File: src/rtl/control_pkg.sv
// control_pkg: shared decode constants for the MIPS-subset pipeline.
//   - opcode (Opcode, instr[31:26]) and funct (Function, instr[5:0]) values
//   - ALU_Op codes (bit 3 reserved, always 0)
//   - bit positions of the 12-bit pipeline control word carried through
//     ID/EX, EX/MEM and MEM/WB: [11:8] ALU_Op, 7 RegWrite, 6 RegRead,
//     5 RegDst, 4 ALUsrc, 3 MemWrite, 2 MemRead, 1 MemtoReg, 0 Muxif
//   - make_cw(): builds a control word from an 8-bit flag row and ALU_Op
package control_pkg;

  localparam logic [5:0] OP_RTYPE = 6'h00;
  localparam logic [5:0] OP_J     = 6'h02;
  localparam logic [5:0] OP_BEQ   = 6'h04;
  localparam logic [5:0] OP_ADDI  = 6'h08;
  localparam logic [5:0] OP_SLTI  = 6'h0A;
  localparam logic [5:0] OP_ANDI  = 6'h0C;
  localparam logic [5:0] OP_ORI   = 6'h0D;
  localparam logic [5:0] OP_LW    = 6'h23;
  localparam logic [5:0] OP_SW    = 6'h2B;

  localparam logic [5:0] FN_ADD = 6'h20;
  localparam logic [5:0] FN_SUB = 6'h22;
  localparam logic [5:0] FN_AND = 6'h24;
  localparam logic [5:0] FN_OR  = 6'h25;
  localparam logic [5:0] FN_SLT = 6'h2A;

  localparam logic [3:0] ALU_AND = 4'b0000;
  localparam logic [3:0] ALU_OR  = 4'b0001;
  localparam logic [3:0] ALU_ADD = 4'b0010;
  localparam logic [3:0] ALU_SUB = 4'b0110;
  localparam logic [3:0] ALU_SLT = 4'b0111;

  localparam int CW_WIDTH     = 12;
  localparam int CW_ALU_HI    = 11;
  localparam int CW_ALU_LO    = 8;
  localparam int CW_REG_WRITE = 7;
  localparam int CW_REG_READ  = 6;
  localparam int CW_REG_DST   = 5;
  localparam int CW_ALU_SRC   = 4;
  localparam int CW_MEM_WRITE = 3;
  localparam int CW_MEM_READ  = 2;
  localparam int CW_MEM_TO_REG = 1;
  localparam int CW_MUXIF     = 0;

  // flags is the row RegWrite,RegRead,RegDst,ALUsrc,MemWrite,MemRead,
  // MemtoReg,Muxif (MSB first), which lines up with word bits [7:0].
  function automatic logic [CW_WIDTH-1:0] make_cw(input logic [7:0] flags,
                                                  input logic [3:0] alu);
    return {alu, flags};
  endfunction

endpackage

File: src/rtl/control_alu_funct_decode.sv
// alu_funct_decode: maps the R-type funct field to an ALU_Op.
//   Function  in  6  instruction bits [5:0]
//   alu_op    out 4  ALU operation for the supported functs
//   legal     out 1  1 = Function is a supported R-type operation
module alu_funct_decode
  import control_pkg::*;
(
  input  logic [5:0] Function,
  output logic [3:0] alu_op,
  output logic       legal
);

  always_comb begin
    // NOTE: every output gets a default before the case so no path
    // leaves it unassigned, which would otherwise infer a latch.
    alu_op = ALU_AND;
    legal  = 1'b0;
    case (Function)
      FN_ADD: begin alu_op = ALU_ADD; legal = 1'b1; end
      FN_SUB: begin alu_op = ALU_SUB; legal = 1'b1; end
      FN_AND: begin alu_op = ALU_AND; legal = 1'b1; end
      FN_OR:  begin alu_op = ALU_OR;  legal = 1'b1; end
      FN_SLT: begin alu_op = ALU_SLT; legal = 1'b1; end
      default: ;
    endcase
  end

endmodule

File: src/rtl/control.sv
// control: main decode unit of the 5-stage MIPS-subset pipeline.
// Purely combinational decode of Opcode/Function into the datapath control
// signals; reset forces every output to 0 combinationally.
//   clk, reset              clock / synchronous active-high reset (clk only
//                           used by the optional illegal flag)
//   Opcode, Function        instruction bits [31:26] and [5:0]
//   RegWrite, RegRead, ALU_Op[3:0], RegDst, ALUsrc, MemWrite, MemRead,
//   MemtoReg, Muxif         control outputs
// Optional: define CONTROL_ILLEGAL_DETECT_EN to add illegal_sticky, set on
// any clock edge (reset low) where a non-zero instruction decodes as NOP,
// and held until reset.
module control
  import control_pkg::*;
(
  input  logic       clk,
  input  logic       reset,
  input  logic [5:0] Opcode,
  input  logic [5:0] Function,
  output logic       RegWrite,
  output logic       RegRead,
  output logic [3:0] ALU_Op,
  output logic       RegDst,
  output logic       ALUsrc,
  output logic       MemWrite,
  output logic       MemRead,
  output logic       MemtoReg,
  output logic       Muxif
`ifdef CONTROL_ILLEGAL_DETECT_EN
  ,
  output logic       illegal_sticky
`endif
);

  logic [3:0]          fn_alu;
  logic                fn_legal;
  logic [CW_WIDTH-1:0] dec_word;
  logic [CW_WIDTH-1:0] word;

  alu_funct_decode u_alu_funct_decode (
    .Function (Function),
    .alu_op   (fn_alu),
    .legal    (fn_legal)
  );

  always_comb begin
    dec_word = '0;
    case (Opcode)
      OP_RTYPE: if (fn_legal) dec_word = make_cw(8'b1110_0000, fn_alu);
      OP_LW:    dec_word = make_cw(8'b1101_0110, ALU_ADD);
      OP_SW:    dec_word = make_cw(8'b0101_1000, ALU_ADD);
      OP_BEQ:   dec_word = make_cw(8'b0100_0001, ALU_SUB);
      OP_ADDI:  dec_word = make_cw(8'b1101_0000, ALU_ADD);
      OP_SLTI:  dec_word = make_cw(8'b1101_0000, ALU_SLT);
      OP_ANDI:  dec_word = make_cw(8'b1101_0000, ALU_AND);
      OP_ORI:   dec_word = make_cw(8'b1101_0000, ALU_OR);
      OP_J:     dec_word = make_cw(8'b0000_0001, ALU_AND);
      default:  dec_word = '0;
    endcase
  end

  assign word     = reset ? '0 : dec_word;

  assign ALU_Op   = word[CW_ALU_HI:CW_ALU_LO];
  assign RegWrite = word[CW_REG_WRITE];
  assign RegRead  = word[CW_REG_READ];
  assign RegDst   = word[CW_REG_DST];
  assign ALUsrc   = word[CW_ALU_SRC];
  assign MemWrite = word[CW_MEM_WRITE];
  assign MemRead  = word[CW_MEM_READ];
  assign MemtoReg = word[CW_MEM_TO_REG];
  assign Muxif    = word[CW_MUXIF];

`ifdef CONTROL_ILLEGAL_DETECT_EN
  // The all-zero word is a pipeline bubble, not an illegal instruction.
  logic illegal_now;
  assign illegal_now = ({Opcode, Function} != 12'h000) && (dec_word == '0);

  always_ff @(posedge clk) begin
    // NOTE: sequential state uses non-blocking assignment so every flop
    // samples pre-edge values regardless of block ordering.
    if (reset)            illegal_sticky <= 1'b0;
    else if (illegal_now) illegal_sticky <= 1'b1;
  end
`else
  logic unused_clk;
  assign unused_clk = clk;
`endif

endmodule

File: config.mk
export PLATFORM = sky130hd
export DESIGN_NAME = control
export DESIGN_NICKNAME = d
export VERILOG_FILES = /design/src/rtl/control_pkg.sv /design/src/rtl/control_alu_funct_decode.sv /design/src/rtl/control.sv
export SDC_FILE = /design/constraint.sdc
export NUM_CORES = 1
export LEC_CHECK = 0
export ABC_AREA = 1
export CORE_AREA = 2 2 39 41
export DETAILED_ROUTE_END_ITERATION = 10
export DIE_AREA = 0 0 41 43
export PLACE_DENSITY = 0.66
export SYNTH_ARGS = -nofsm -noshare
export SYNTH_HDL_FRONTEND = slang
export SYNTH_SLANG_ARGS = --single-unit
File: constraint.sdc
create_clock -name vclk -period 1.5
set_input_delay 0.3 -clock vclk [all_inputs]
set_output_delay 0.3 -clock vclk [all_outputs]
set_load 0.01 [all_outputs]
## Yosys cells after proc, flatten, opt, wreduce, memory -nomap -nowiden

Index checks and enable logic that the tools add are counted.

| cells by class | value |
|---|---|
| add/sub/neg operators | 0 |
| multipliers | 0 |
| div/mod/pow operators | 0 |
| order comparisons | 0 |
| equality and inequality tests | 13 |
| shift-type cells | 0 |
| muxes and demuxes | 5 |
| bitwise gates (word level) | 0 |
| reduce and logical (&&, ||, !) cells | 2 |

Operator list:

| operator | count |
|---|---|
| $pmux W12 S9 | 1 |
| $eq A6 B6 Y1 const B | 7 |
| $eq A6 B4 Y1 const B | 4 |
| $mux W12 | 2 |
| $pmux W3 S4 | 1 |
| $eq A6 B2 Y1 const B | 1 |
| $eq A6 B3 Y1 const B | 1 |
| $logic_not A6 Y1 | 1 |
| $reduce_or A5 Y1 | 1 |
| $mux W1 | 1 |

| storage, ports and cells | value |
|---|---|
| bits in registers | 0 |
| latch bits | 0 |
| RAM bits | 0 |
| bits in read-only memories | 0 |
| output and inout port bits | 12 |
| logic and storage cells | 20 |
| memories | 0 |

## Longest topological paths before layout

| depth | value |
|---|---|
| depth in word-level cells | 6 |
| mapped depth | 8 |

## Cells and area by module

From an unflattened synthesis, not the netlist that was laid out.

| unflattened totals | value |
|---|---|
| cells, all modules | 77 |
| area total of the unflattened synthesis | 389.1 µm² |

Modules (own cells, without submodules):

| module | instances | cells an instance | area each (µm²) | seq. area each (µm²) |
|---|---|---|---|---|
| control | 1 | 53 | 277.8 | 0.0 |
| alu_funct_decode | 1 | 24 | 111.4 | 0.0 |

## Worst setup path after synthesis

OpenSTA, ideal clock, no wires.

| timing path | value |
|---|---|
| path kind | input-to-output |
| from | input Opcode[4] |
| to | output ALU_Op[1] |
| arrival | 0.985 ns |
| setup slack | 0.215 ns |
| stages | 7 |
| buffers on the path | 0 |
| path through | nor2_4 > nand2_2 > nor2_4 > nand2_2 > nand2_1 > nor2_1 > nor2_1 |

| between the ends | value |
|---|---|
| longest elaborated chain between the ends | 3 |
| elaborated cells on any way between the ends | 11 |
| those cells by class | eq/ne: 8; mux: 2; reduce/logical: 1 |

Ends and longest elaborated chain:

| item | line | source |
|---|---|---|
| from (decl) | control.sv:17 | `input logic [5:0] Opcode,` |
| $eq A6 B2 Y1 (tied with other cells) | control.sv:47 | `case (Opcode)` |
| $pmux W12 S9 * | control.sv:47 |  |
| $mux W12 * | control.sv:61 | `assign word = reset ? '0 : dec_word;` |
| to (decl) | control.sv:21 | `output logic [3:0] ALU_Op,` |

Mark *: on every way between the ends. The rest lies on a longest branch, timed or not.

## Final worst setup path

| timing path | value |
|---|---|
| from | input Opcode[4] |
| to | output RegRead |

| between the ends | value |
|---|---|
| longest elaborated chain between the ends | 3 |
| elaborated cells on any way between the ends | 11 |
| those cells by class | eq/ne: 8; mux: 2; reduce/logical: 1 |

Ends and longest elaborated chain:

| item | line | source |
|---|---|---|
| $eq A6 B2 Y1 (tied with other cells) | control.sv:47 |  |
| $pmux W12 S9 * | control.sv:47 |  |
| $mux W12 * | control.sv:61 |  |
| to (decl) | control.sv:20 | `output logic RegRead,` |

Marked as above.

==> impl_metrics.csv <==
group,metric,value,unit
place,dp_hpwl,855,µm
place,portBuffers,24,
power_and_ir_drop,clkPwrFrac,0,%
status,status,"finished with violations",
detailed_routing,totalWireLength,1240,µm
global_route,grt_first_pass_wirelength,1920,µm
place,placed_cell_area,654,µm²
detailed_routing,drc,0,
logic_synthesis,yosys_warnings,0,
logic_synthesis,yosysSeqAreaShare,0,%
floorplan,fp.dieH,43,µm
floorplan,start_util,26.0,%
timing,rsz0062_at_grt,"yes",
detailed_routing,wire_per_inst,9.66,µm
final_layout,n_fill_cell,136,
logic_synthesis,synth_area,360,µm²
power_and_ir_drop,peakVddDrop,0.104,mV
logic_synthesis,synth_nets,91,
logic_synthesis,synth_area_leader_cell,"nor2_1",
logic_synthesis,synth.distinct_cells,16,
timing,whs,0.996,ns
global_route,antenna_found_initial,0,
detailed_routing,routed_via_density,4.48,
power_and_ir_drop,switchingPower,0.0000732,W
floorplan,die_area,0.00176,mm²
setup_path,crit_arrival,1.23,ns
setup_path,path_cells,"buf_8 -> nor2_4 -> buf_6 -> nand3_4 -> nand2_4 -> nor2_4 -> nand2_1 -> nor2_1 -> nor2_1 -> buf_2",
timing,hold_violations,0,
power_and_ir_drop,p_seq_share,0,%
timing,worst_slack,-0.0270,ns
setup_path,cp-start-kind,"input port",
final_layout,clkbuf_count,0,
job,maxCapViolCount,0,
timing,report.final.slew_viol_count,0,
setup_path,critPathSlowestCell,"buf_6",
final_layout,seq_area,0,µm²
timing,finalCritPeriodShare,102,%
final_layout,seq_cells,0,
power_and_ir_drop,intPower,0.0000665,W
place,gp_congestion,0.699,
final_layout,fin_area,777,µm²
setup_path,cp-end-kind,"output port",
floorplan,boundaryPins,26,
global_route,grt_use_total,14.5,%
setup_path,cp_max_fo,4,
logic_synthesis,synth_cells,77,
timing,finalCriticalPeriod,1.53,ns
logic_synthesis,avgSynthCellArea,4.68,µm²
timing,max_freq,655,MHz
final_layout,drive_gt1_share,60.7,%
status,violations,"setup timing",
setup_path,critPathMaxStageDelay,0.15,ns
power_and_ir_drop,p_leak,0.419,nW
setup_path,critPathKind,"input port to output port",
floorplan,fp.dieW,41,µm
final_layout,fin_util,56.1,%
detailed_routing,drtAntennaViolNets,0,
floorplan,core,0.00138,mm²
final_layout,antennaDiodeCount,0,
timing,setup_viol,4,
detailed_routing,drtPass1Iterations,4,
floorplan,rows,14,
global_route,grt_max_degree,6,
global_route,grt_overflow,0,
power_and_ir_drop,p_per_area,180,mW/mm²
power_and_ir_drop,switching_share,52.4,%
logic_synthesis,synthDominantCellAreaShare,18.8,%
final_layout,area_growth,116,%
logic_synthesis,synth_area_leaders,"nor2_1 19%, nand2_1 16%, inv_1 14%",
global_route,grt_pass1_vias,485,
detailed_routing,drt_iter0_drc,3,
hold_path,hp-class,"input port to output port",
setup_path,required,1.20,ns
power_and_ir_drop,comb_power_share,100.0,%
final_layout,nets,128,
detailed_routing,dr_total_vias,573,
==> cells in the final DEF (no fill, tap or decap), drive strengths merged <==
cell,instances
buf,32
nor2,24
nand2,18
inv,14
nand3,7
a21oi,5
clkdlybuf4s15,4
nand4,2
nor3,2
nand3b,1
conb,1
dlygate4sd2,1
clkbuf,1
==> synth_stat cells <==
| library cell | instances |
|---|---|
| clkbuf_1 | 1 |
| a21oi_1 | 5 |
| nand3b_1 | 1 |
| nor2_2 | 4 |
| nor2_4 | 2 |
| nand3_1 | 6 |
| inv_2 | 1 |
| nand3_2 | 1 |
| inv_1 | 13 |
| nand2_1 | 15 |
| conb_1 | 1 |
| nand4_1 | 2 |
| nand2_2 | 3 |
| nor2_1 | 18 |
| buf_4 | 2 |
| nor3_1 | 2 |
==> logic make-up (layout without fill, tap and decap cells) <==
logic type / after synthesis / in the layout / synth area share (%)
and+or+nand+nor: 54 / 54 / 72.2
buffers and inverters: 17 / 52 / 19.8
AOI/OAI and AO/OA: 5 / 5 / 6.94
other: 1 / 1 / 1.04
==> metal layers <==
| layer | vias up | track usage, % | part of all wire (%) |
|---|---|---|---|
| met5 | - | 0 | 0 |
| met4 | 0 | 0 | 0 |
| met3 | 0 | 0 | 3.8 |
| met2 | 14 | 25.3 | 56 |
| met1 | 255 | 20.3 | 40 |
| li1 | 304 | - | - |
==> metrics by stage <==
stage | setup slack (ns) | TNS, ns | std cells | total power, W
6_report | -0.0270 | -0.0654 | 128 | 0.000140
5_1_grt | -0.104 | -0.607 | 128 | 0.000152
4_1_cts | -0.0205 | -0.0205 | 127 | 0.000116
3_5_place_dp | -0.813 | -8.37 | 121 | 0.000113
2_1_floorplan | 0.215 | 0 | 77 | 0.0000468
3_3_place_gp | -0.805 | -8.17 | 121 | 0.000112
==> final timing paths <==
path / slack, ns / start / end / cells after the start
worst max-delay path: -0.03 / Opcode[4] / RegRead / 10
worst min-delay path: 1.0 / Opcode[3] / Muxif / 5
==> repair_timing <==
action	in CTS	in global routing
buffers inserted	7	1
hold buffers	0	0
endpoints found under the setup margin	11	8
pin swaps	21	20
gates resized for setup	103	27
==> final cells by class <==
type / instances / area, µm² / share of cell area [%]
Tap cell: 16 / 20.0 / 2.58
Multi-Input combinational cell: 60 / 410 / 52.8
Timing Repair Buffer: 38 / 294 / 37.8
Inverter: 14 / 52.6 / 6.76
==> worst max-delay path, delay by kind of cell <==
kind                   cells  cell delay (ns)
AND/OR/NAND/NOR            7             0.54
buffers and inverters      3             0.38
==> power groups by stage <==
stage / registers, W / clock network, W / logic, W
5_1_grt: 0 / 0 / 0.000152
4_1_cts: 0 / 0 / 0.000116
6_report: 0 / 0 / 0.000140
3_3_place_gp: 0 / 0 / 0.000112
3_5_place_dp: 0 / 0 / 0.000113
2_1_floorplan: 0 / 0 / 0.0000468
Power figures use the tool's default switching activity.
